==> config.mk <==
export PLATFORM = sky130hd
export DESIGN_NAME = decode_stage
export DESIGN_NICKNAME = d
export VERILOG_FILES = /design/src/rtl/decode_stage_pkg.sv /design/src/rtl/decode_stage_scoreboard.sv /design/src/rtl/decode_stage.sv
export SDC_FILE = /design/constraint.sdc
export NUM_CORES = 1
export LEC_CHECK = 0
export CAP_MARGIN = 40
export CORE_ASPECT_RATIO = 1.75
export CORE_UTILIZATION = 45
export DETAILED_ROUTE_END_ITERATION = 16
export HOLD_SLACK_MARGIN = 0.02
export PLACE_DENSITY = 0.86
export SYNTH_ARGS = -nofsm -noshare
export SYNTH_HDL_FRONTEND = slang
export SYNTH_SLANG_ARGS = --single-unit
export TNS_END_PERCENT = 5
==> constraint.sdc <==
create_clock -name clk -period 3.9 [get_ports clk]
set_input_delay 0.78 -clock clk [delete_from_list [all_inputs] [get_ports clk]]
set_output_delay 0.78 -clock clk [all_outputs]
set_load 0.02 [all_outputs]
==> src/rtl/decode_stage_pkg.sv <==
// Shared RV32I decode definitions: opcodes, decode-stage state and records,
// and the combinational field/immediate decoder.
package decode_stage_pkg;

    localparam int DEF_XLEN = 32;

    localparam logic [6:0] OP     = 7'b0110011;
    localparam logic [6:0] OP_IMM = 7'b0010011;
    localparam logic [6:0] LOAD   = 7'b0000011;
    localparam logic [6:0] STORE  = 7'b0100011;
    localparam logic [6:0] BRANCH = 7'b1100011;
    localparam logic [6:0] LUI    = 7'b0110111;
    localparam logic [6:0] AUIPC  = 7'b0010111;
    localparam logic [6:0] JAL    = 7'b1101111;
    localparam logic [6:0] JALR   = 7'b1100111;

    typedef enum logic [1:0] {IDLE, WAIT, OUT} dstate_t;

    typedef struct packed {
        logic [DEF_XLEN-1:0] pc;
        logic [31:0]         instr;
        logic [DEF_XLEN-1:0] imm;
        logic [4:0]          rd;
        logic                rd_used;
    } decoded_t;

    // Register indices not used by the opcode come back as 0 so they never hazard.
    typedef struct packed {
        logic [4:0]          rs1;
        logic [4:0]          rs2;
        logic [4:0]          rd;
        logic                rd_used;
        logic [DEF_XLEN-1:0] imm;
    } fields_t;

    function automatic fields_t decode_fields(input logic [31:0] instr);
        fields_t    f;
        logic [6:0] opc;
        logic       rs1_u;
        logic       rs2_u;
        logic       rd_u;
        opc   = instr[6:0];
        rs1_u = (opc == OP) || (opc == OP_IMM) || (opc == LOAD) || (opc == STORE) ||
                (opc == BRANCH) || (opc == JALR);
        rs2_u = (opc == OP) || (opc == STORE) || (opc == BRANCH);
        rd_u  = (opc == OP) || (opc == OP_IMM) || (opc == LOAD) || (opc == LUI) ||
                (opc == AUIPC) || (opc == JAL) || (opc == JALR);
        f.rs1     = rs1_u ? instr[19:15] : 5'd0;
        f.rs2     = rs2_u ? instr[24:20] : 5'd0;
        f.rd      = rd_u  ? instr[11:7]  : 5'd0;
        f.rd_used = rd_u && (instr[11:7] != 5'd0);
        case (opc)
            OP_IMM, LOAD, JALR: f.imm = {{20{instr[31]}}, instr[31:20]};
            STORE:              f.imm = {{20{instr[31]}}, instr[31:25], instr[11:7]};
            BRANCH:             f.imm = {{19{instr[31]}}, instr[31], instr[7],
                                         instr[30:25], instr[11:8], 1'b0};
            LUI, AUIPC:         f.imm = {instr[31:12], 12'd0};
            JAL:                f.imm = {{11{instr[31]}}, instr[31], instr[19:12],
                                         instr[20], instr[30:21], 1'b0};
            default:            f.imm = '0;
        endcase
        return f;
    endfunction

endpackage

==> src/rtl/decode_stage_scoreboard.sv <==
// Busy scoreboard: one bit per architectural register, cleared by writeback and set
// by issue (set wins on the same index), with three hazard query ports.
module decode_stage_scoreboard #(
    parameter bit BYPASS_WB = 1'b1
) (
    input  logic       clk,
    input  logic       rstn,
    input  logic       clr_en,
    input  logic [4:0] clr_addr,
    input  logic       set_en,
    input  logic [4:0] set_addr,
    input  logic [4:0] q_rs1,
    input  logic [4:0] q_rs2,
    input  logic [4:0] q_rd,
    output logic       haz_rs1,
    output logic       haz_rs2,
    output logic       haz_rd
);

    logic [31:0] busy;
    logic [31:0] busy_nxt;

    function automatic logic hazard(input logic [4:0] r, input logic [31:0] b,
                                    input logic ce, input logic [4:0] ca);
        return (r != 5'd0) && b[r] && !(BYPASS_WB && ce && (ca == r));
    endfunction

    assign haz_rs1 = hazard(q_rs1, busy, clr_en, clr_addr);
    assign haz_rs2 = hazard(q_rs2, busy, clr_en, clr_addr);
    assign haz_rd  = hazard(q_rd,  busy, clr_en, clr_addr);

    always_comb begin
        busy_nxt = busy;
        if (clr_en && (clr_addr != 5'd0)) busy_nxt[clr_addr] = 1'b0;
        if (set_en && (set_addr != 5'd0)) busy_nxt[set_addr] = 1'b1;
    end

    // NOTE: state registers use non-blocking assignments so every flop samples pre-edge values.
    always_ff @(posedge clk) begin
        if (!rstn) busy <= '0;
        else       busy <= busy_nxt;
    end

endmodule

==> src/rtl/decode_stage.sv <==
// RV32I decode stage: holds one instruction, stalls on scoreboard hazards and
// strobes the register-file read one cycle before out_valid.
module decode_stage
    import decode_stage_pkg::*;
#(
    parameter int XLEN      = DEF_XLEN,
    parameter bit BYPASS_WB = 1'b1
) (
    input  logic            clk,
    input  logic            rstn,
    input  logic            in_valid,
    output logic            in_ready,
    input  logic [XLEN-1:0] in_pc,
    input  logic [31:0]     in_instr,
    input  logic            flush,
    output logic            rf_r_enabled,
    output logic [4:0]      rf_rs1,
    output logic [4:0]      rf_rs2,
    input  logic            wb_enable,
    input  logic [4:0]      wb_addr,
    output logic            out_valid,
    input  logic            out_ready,
    output logic [XLEN-1:0] out_pc,
    output logic [31:0]     out_instr,
    output logic [XLEN-1:0] out_imm,
    output logic [4:0]      out_rd,
    output logic            out_rd_used
);

    dstate_t  state;
    dstate_t  state_nxt;
    decoded_t held;
    fields_t  dec;
    logic     haz_rs1;
    logic     haz_rs2;
    logic     haz_rd;
    logic     stall;
    logic     accept;
    logic     issue;

    // In IDLE the offered instruction is checked; otherwise the held one.
    assign dec    = decode_fields((state == IDLE) ? in_instr : held.instr);
    assign stall  = haz_rs1 | haz_rs2 | haz_rd;
    assign accept = (state == IDLE) && in_valid && !flush;
    assign issue  = (state == OUT) && out_ready && !flush;

    decode_stage_scoreboard #(.BYPASS_WB(BYPASS_WB)) u_scoreboard (
        .clk      (clk),
        .rstn     (rstn),
        .clr_en   (wb_enable),
        .clr_addr (wb_addr),
        .set_en   (issue && held.rd_used),
        .set_addr (held.rd),
        .q_rs1    (dec.rs1),
        .q_rs2    (dec.rs2),
        .q_rd     (dec.rd),
        .haz_rs1  (haz_rs1),
        .haz_rs2  (haz_rs2),
        .haz_rd   (haz_rd)
    );

    // NOTE: every always_comb output gets a default first so no path infers a latch.
    always_comb begin
        state_nxt    = state;
        rf_r_enabled = 1'b0;
        case (state)
            IDLE: if (accept) begin
                rf_r_enabled = !stall;
                state_nxt    = stall ? WAIT : OUT;
            end
            WAIT: if (flush) begin
                state_nxt = IDLE;
            end else if (!stall) begin
                rf_r_enabled = 1'b1;
                state_nxt    = OUT;
            end
            OUT:  if (flush || out_ready) state_nxt = IDLE;
            default: state_nxt = IDLE;
        endcase
    end

    always_ff @(posedge clk) begin
        if (!rstn) begin
            state <= IDLE;
            held  <= '0;
        end else begin
            state <= state_nxt;
            if (accept) held <= '{pc: in_pc, instr: in_instr, imm: dec.imm,
                                  rd: dec.rd, rd_used: dec.rd_used};
        end
    end

    assign in_ready    = (state == IDLE);
    assign out_valid   = (state == OUT) && !flush;
    assign rf_rs1      = rf_r_enabled ? dec.rs1 : 5'd0;
    assign rf_rs2      = rf_r_enabled ? dec.rs2 : 5'd0;
    assign out_pc      = held.pc;
    assign out_instr   = held.instr;
    assign out_imm     = held.imm;
    assign out_rd      = held.rd;
    assign out_rd_used = held.rd_used;

endmodule

## Word-level counts from Yosys, hierarchy flattened

Cells that the tools add are included.

| storage, ports and cells | value |
|---|---|
| register bits after elaboration | 136 |
| bits of input ports | 75 |
| output and inout port bits | 115 |
| word-level logic and storage cells | 112 |

| cells by class | value |
|---|---|
| order comparisons | 7 |
| eq/ne operators | 17 |
| muxes and demuxes | 29 |
| bitwise logic cells | 5 |
| reduce and logical (&&, ||, !) cells | 47 |

Operator list:

| operator | count |
|---|---|
| $pmux W32 S5 | 1 |
| $mux W32 | 3 |
| $and A32 B32 Y32 | 1 |
| $not A32 Y32 | 1 |
| $or A32 B32 Y32 | 1 |
| $lt A5 B6 Y1 const B | 5 |
| $reduce_bool A5 Y1 | 6 |
| $mux W5 | 5 |
| $eq A7 B6 Y1 const B | 3 |
| $eq A7 B7 Y1 const B | 3 |
| $logic_and A1 B1 Y1 | 20 |
| $bmux W1 S5 | 3 |
| $eq A5 B5 Y1 | 3 |
| $eq A7 B5 Y1 const B | 2 |
| $logic_or A1 B1 Y1 | 12 |
| $demux W1 S5 | 2 |
| $ge A5 B1 Y1 const B | 2 |
| $mux W2 | 5 |
| $mux W1 | 8 |
| $eq A7 B2 Y1 const B | 1 |
| $pmux W2 S3 | 1 |
| $logic_not A1 Y1 | 5 |
| $ne A2 B1 Y1 const B | 2 |
| $ne A3 B3 Y1 const B | 1 |
| 8 further kinds | 9 |

## Longest topological paths before layout

| depth | value |
|---|---|
| word-level depth | 19 |
| gate-level depth with buffers | 15 |
| depth with buffers taken out | 10 |

## Cells and area by module

From an unflattened synthesis, not the netlist that was laid out.

| unflattened totals | value |
|---|---|
| cell total of the unflattened synthesis | 875 |
| area total of the unflattened synthesis | 7,079.3 sq um |

By module, submodules not included:

| module | instances | cells an instance | area an instance (sq um) | sequential area each (sq um) |
|---|---|---|---|---|
| decode_stage | 1 | 556 | 4,545.6 | 2,082.0 |
| decode_stage_scoreboard | 1 | 319 | 2,533.7 | 640.6 |

## Least setup slack after synthesis

OpenSTA, ideal clock, no wires.

| timing path | value |
|---|---|
| path kind | input port to output port |
| from | input in_instr[4] |
| to | output rf_rs2[4] |
| data arrival time | 3.317 ns |
| slack | -0.197 ns |
| stages | 9 |
| buffers on the path | 0 |
| cells stage by stage | or4b_1 -> o21a_1 -> o22ai_1 -> nand2_1 -> a21bo_2 -> xnor2_1 -> nor4_4 -> o211ai_2 -> nor4_1 |

| on the way | value |
|---|---|
| longest elaborated chain between the ends | 18 |

Ends and longest elaborated chain:

| element | line | RTL |
|---|---|---|
| start: declaration | decode_stage.sv:14 | `input logic [31:0] in_instr,` |
| $mux W32 * | decode_stage.sv:42 | `assign dec = decode_fields((state == IDLE) ? in_instr : held.instr);` |
| $eq A7 B6 Y1 / $eq A7 B5 Y1 (equally long branches) | decode_stage_pkg.sv:43, decode_stage_pkg.sv:45, decode_stage_pkg.sv:46 |  |
| $logic_or A1 B1 Y1 (2 in a row) | decode_stage_pkg.sv:43, decode_stage_pkg.sv:46 |  |
| $logic_or A1 B1 Y1 (on tied branches) (2 in a row) | decode_stage_pkg.sv:43, decode_stage_pkg.sv:46 |  |
| $logic_or A1 B1 Y1 (on tied branches) | decode_stage_pkg.sv:44, decode_stage_pkg.sv:47 |  |
| $mux W5 / $logic_or A1 B1 Y1 (equally long branches) | decode_stage_pkg.sv:48, decode_stage_pkg.sv:47 |  |
| $bmux W1 S5 (tied with other cells) | decode_stage_scoreboard.sv:25 | `return (r != 5'd0) && b[r] && !(BYPASS_WB && ce && (ca == r));` |
| $mux W1 (implied by the code) (tied with other cells) | decode_stage_scoreboard.sv:25 |  |
| $logic_and A1 B1 Y1 (tied with other cells) | decode_stage_scoreboard.sv:25 |  |
| $logic_and A1 B1 Y1 / $logic_not A1 Y1 (equally long branches) | decode_stage_scoreboard.sv:25 |  |
| $or A1 B1 Y1 / $logic_and A1 B1 Y1 (equally long branches) | decode_stage.sv:43, decode_stage_scoreboard.sv:25 |  |
| $or A1 B1 Y1 | decode_stage.sv:43 | `assign stall = haz_rs1 \| haz_rs2 \| haz_rd;` |
| $mux W1 / $logic_not A1 Y1 (equally long branches) | - |  |
| $mux W1 (on tied branches) | decode_stage.sv:71, decode_stage.sv:67 |  |
| $pmux W1 S2 | decode_stage.sv:66 | `case (state)` |
| $mux W5 * | decode_stage.sv:96 | `assign rf_rs2 = rf_r_enabled ? dec.rs2 : 5'd0;` |
| end: declaration | decode_stage.sv:18 | `output logic [4:0] rf_rs2,` |

Every way passes the cells marked *; elsewhere a longest branch is shown, timed or not. The select of a mux whose other input is x is not followed.

## Final worst setup path

| timing path | value |
|---|---|
| from | register state[1] |
| to | output rf_r_enabled |

| on the way | value |
|---|---|
| longest elaborated chain between the ends | 18 |

Ends and longest elaborated chain:

| element | line | RTL |
|---|---|---|
| start: declaration | decode_stage.sv:30 | `dstate_t state;` |
| start signal: assignment | decode_stage.sv:87 | `state <= state_nxt;` |
| $logic_not A2 Y1 | decode_stage.sv:42, decode_stage.sv:44, decode_stage.sv:66 |  |
| $mux W32 | decode_stage.sv:42 |  |
| $eq A7 B6 Y1 / $eq A7 B5 Y1 (equally long branches) | decode_stage_pkg.sv:43, decode_stage_pkg.sv:45, decode_stage_pkg.sv:46 |  |
| $logic_or A1 B1 Y1 (2 in a row) | decode_stage_pkg.sv:43, decode_stage_pkg.sv:46 |  |
| $logic_or A1 B1 Y1 (on tied branches) (2 in a row) | decode_stage_pkg.sv:43, decode_stage_pkg.sv:46 |  |
| $logic_or A1 B1 Y1 (on tied branches) | decode_stage_pkg.sv:44, decode_stage_pkg.sv:47 |  |
| $mux W5 / $logic_or A1 B1 Y1 (equally long branches) | decode_stage_pkg.sv:48, decode_stage_pkg.sv:47 |  |
| $bmux W1 S5 (tied with other cells) | decode_stage_scoreboard.sv:25 |  |
| $mux W1 (implied by the code) (tied with other cells) | decode_stage_scoreboard.sv:25 |  |
| $logic_and A1 B1 Y1 (tied with other cells) | decode_stage_scoreboard.sv:25 |  |
| $logic_and A1 B1 Y1 / $logic_not A1 Y1 (equally long branches) | decode_stage_scoreboard.sv:25 |  |
| $or A1 B1 Y1 / $logic_and A1 B1 Y1 (equally long branches) | decode_stage.sv:43, decode_stage_scoreboard.sv:25 |  |
| $or A1 B1 Y1 | decode_stage.sv:43 |  |
| $mux W1 / $logic_not A1 Y1 (equally long branches) | - |  |
| $mux W1 (on tied branches) | decode_stage.sv:71, decode_stage.sv:67 |  |
| $pmux W1 S2 * | decode_stage.sv:66 |  |
| end: declaration | decode_stage.sv:16 | `output logic rf_r_enabled,` |

Marks and branches as above.

==> impl_metrics.ini <==
[setup_path]
path_cells = or2_4 > clkinv_8 > buf_8 > mux2i_4 > mux2i_1 > mux4_2 > and3_4 > nand4b_1 > o211ai_4 > buf_12 > buf_16 > nor2_1 > buf_4
cp_slowest_cell = mux4_2
timing.rr.start = state[1]
start_kind = register
critPathRequiredTime_ps = 3120
regToRegEndpoint = state[0]
arrival_ps = 3620
r2r_slack_ps = 700
path_class = register to output pin
max_stage_delay_ps = 590
r2r_cells = 12
crit_fanout = 6
worst_setup_path_end_kind = output pin

[drt]
wire_per_inst_um = 20.67
wirelength_mm = 30.95
vias = 8833
initialDrtViolationCount = 827
drt_first_pass_iters = 6
vias_per_cell = 5.900
ant_nets = 0
drc_errors = 0

[cells_and_area]
syn_to_final_growth_pct = 53.42
final_layout_size_suffix_gt1_share_pct = 22.90
nets = 1333
final_cell_mix = nand2_1, clkdlybuf4s50_1, buf_4, dfxtp_1
fillCellCount = 1219
final_common_cell = nand2_1
final_cell_area_um2 = 11690

[synth]
synth.distinct_cells = 78
synth_fa_ha_area_share_pct = 0
synth_mux_area_share_pct = 7.339
post_synth_and_or_nand_nor_area_fraction_pct = 25.56
yosys-top-cells-area = dfxtp_1, nand2_1, a21boi_0, o21ai_0, mux2i_1
synth_top_family_by_area = compound AO/OA/AOI/OAI gates
netlist_instances = 958
synth_area_leader_cell = dfxtp_1
ys_warn_count = 0
synth_edf_count = 0
avgSynthCellArea_um2 = 7.955
ys_seq_elements = 135
synth_compound_area_share_pct = 25.96
synthFlopType = dfxtp_1
syn_area_um2 = 7621
synthArstFlopShare_pct = 0
synth_top_area_share_pct = 35.46
seq_area_frac_synth_pct = 35.46
synth_xor_xnor_area_share_pct = 0.9194
syn-num-nets = 1033

[sta]
drv_slew = 0
hold_violations = 0
fin_setup_tns_ps = -5213
fin_worst_skew_ps = 11.47
setup_viol = 11
fmax_ghz = 0.2272
rsz0062_at_grt = true
period_needed_ps = 4402
slew-limit-headroom_pct = 47.38
finalCritPeriodShare_pct = 112.9
setup_slack_ps = -501.8
tightest_slew_ps = 786.9

[global_routing]
grt_pass1_vias = 8809
use_met3_pct = 10.09
grt_pass1_wl_mm = 47.18
grt_use_met2_pct = 58.62
grt_use_met1_pct = 37.57
antenna_found_initial = 2
grt_max_degree = 64
busiest_layer = met2
overflow = 0
grt_usage_pct = 35.58

[power]
power_density_nw_per_um2 = 329.3
ir_worst_vdd_mv = 0.3117
leakagePower_nw = 4.323

[min_path]
min_path_cells = 2
min_to = out_imm[22]
min_path_type = register to register
min_from = out_imm[22]

[place]
gp_congestion = 1.026
port_buffers = 189
post-place-ws_ps = -1062
post_dp_cell_area_um2 = 10600
hpwl_mm = 21.92

[floorplan]
core_area_um2 = 16520
start_util_pct = 46.12
pin_count = 190
row_count = 62
die_w_um = 100.4
die_y_um = 174.2
die_area_um2 = 17480

[clock_tree]
ctsLongestPathBuffers = 2
cts_hold_buf = 0
cts_tree = yes
htreeDepth = 4
clockRootBuffer = clkbuf_16
clk_pin_slew_worst_paths_ps = 70
cts_buffers = 17
insertion_delay_ps = 430
cts_sinks = 135

[job]
maxCapViolCount = 0

[status]
violations = setup timing
status = finished with violations
-- stage by stage --
stage	util [%]	total power [mW]	hold slack, ps	cells
detailed placement	64.18	2.226	444.2	1443
global route	70.76	3.961	470.2	1497
floorplan	-	1.824	477.0	958
finish	70.76	3.850	458.4	1497
CTS	69.64	3.807	455.3	1491
global placement	64.18	2.216	439.6	1443
-- routing by layer --
metal	vias to the layer above	wire length, um
li1	4012	-
met1	4150	10840
met2	497	15160
met3	174	2328
met4	0	2624
met5	-	0
-- state kept, by name, indices dropped and copies added, names as in the netlist --
name / flops
out_imm: 32
out_instr: 32
out_pc: 32
out_rd: 5
out_rd_used: 1
state: 2
u_scoreboard.busy: 31
-- how the worst max path moves through the flow --
stage | start | end | depth (start not counted)
after floorplan | in_instr[4] | rf_rs1[0] | 10
after global placement | in_instr[4] | rf_rs1[4] | 14
after detailed placement | in_instr[5] | rf_rs2[3] | 13
after CTS | state[0] | rf_rs1[0] | 13
after global routing | state[0] | rf_rs2[4] | 15
final | state[1] | rf_r_enabled | 13
-- synthesized netlist by cell type (5+ instances only) --
| master | count |
|---|---|
| nand2_1 | 207 |
| dfxtp_1 | 135 |
| o21ai_0 | 90 |
| a21boi_0 | 86 |
| clkbuf_1 | 50 |
| nor2_1 | 41 |
| mux2i_1 | 32 |
| and2_1 | 26 |
| a21oi_1 | 22 |
| nor2b_1 | 18 |
| a31oi_1 | 16 |
| nor3_1 | 14 |
| a22oi_1 | 11 |
| mux2_2 | 11 |
| inv_1 | 10 |
| nand2b_1 | 10 |
| nand3b_1 | 10 |
| buf_2 | 9 |
| nand3_1 | 9 |
| nor3b_1 | 9 |
| nor4_2 | 9 |
| and3_1 | 6 |
| a221oi_1 | 5 |
| o211ai_1 | 5 |
| o221ai_1 | 5 |
| o22ai_1 | 5 |
| xor2_1 | 5 |
-- repair_timing --
item	in CTS	in global routing
resized for setup	126	31
hold endpoints to repair	0	0
buffers inserted	15	3
cloned	1	1
pin swaps	20	11
endpoints found under the setup margin	11	11
-- worst max-delay path, delay by kind of cell, from the launching register on --
| kind | cells | cell delay, ps |
|---|---|---|
| flops | 1 | 340 |
| compound gates | 1 | 320 |
| buf+inv | 5 | 640 |
| simple gates | 4 | 830 |
| mux | 3 | 1060 |
-- cell type report --
| cell class | count | area [um2] | area share, % |
|---|---|---|---|
| Antenna cell | 2 | 5.005 | 0.04280 |
| Clock buffer | 17 | 425.4 | 3.638 |
| Clock inverter | 15 | 136.4 | 1.166 |
| Inverter | 11 | 53.80 | 0.4601 |
| Multi-Input combinational cell | 743 | 4872 | 41.67 |
| Sequential cell | 135 | 2705 | 23.14 |
| Tap cell | 224 | 280.3 | 2.397 |
| Timing Repair Buffer | 349 | 3206 | 27.42 |
| Timing Repair inverter | 1 | 8.758 | 0.07491 |
-- power breakdown --
part,switching [mW],internal (mW),total [mW]
Clock,0.710,0.840,1.55
Combinational,0.446,0.407,0.853
Sequential,0.0316,1.42,1.45
Total,1.19,2.66,3.85
-- kinds of logic (layout without fill, tap and decap cells) --
group           Yosys count  count (layout)
other cells               0               2
mux                      49              49
xor+xnor                  8               8
flops                   135             135
buf+inv                  80             393
simple gates            392             392
compound gates          294             294
No activity file was read; power rests on OpenSTA's default activity.
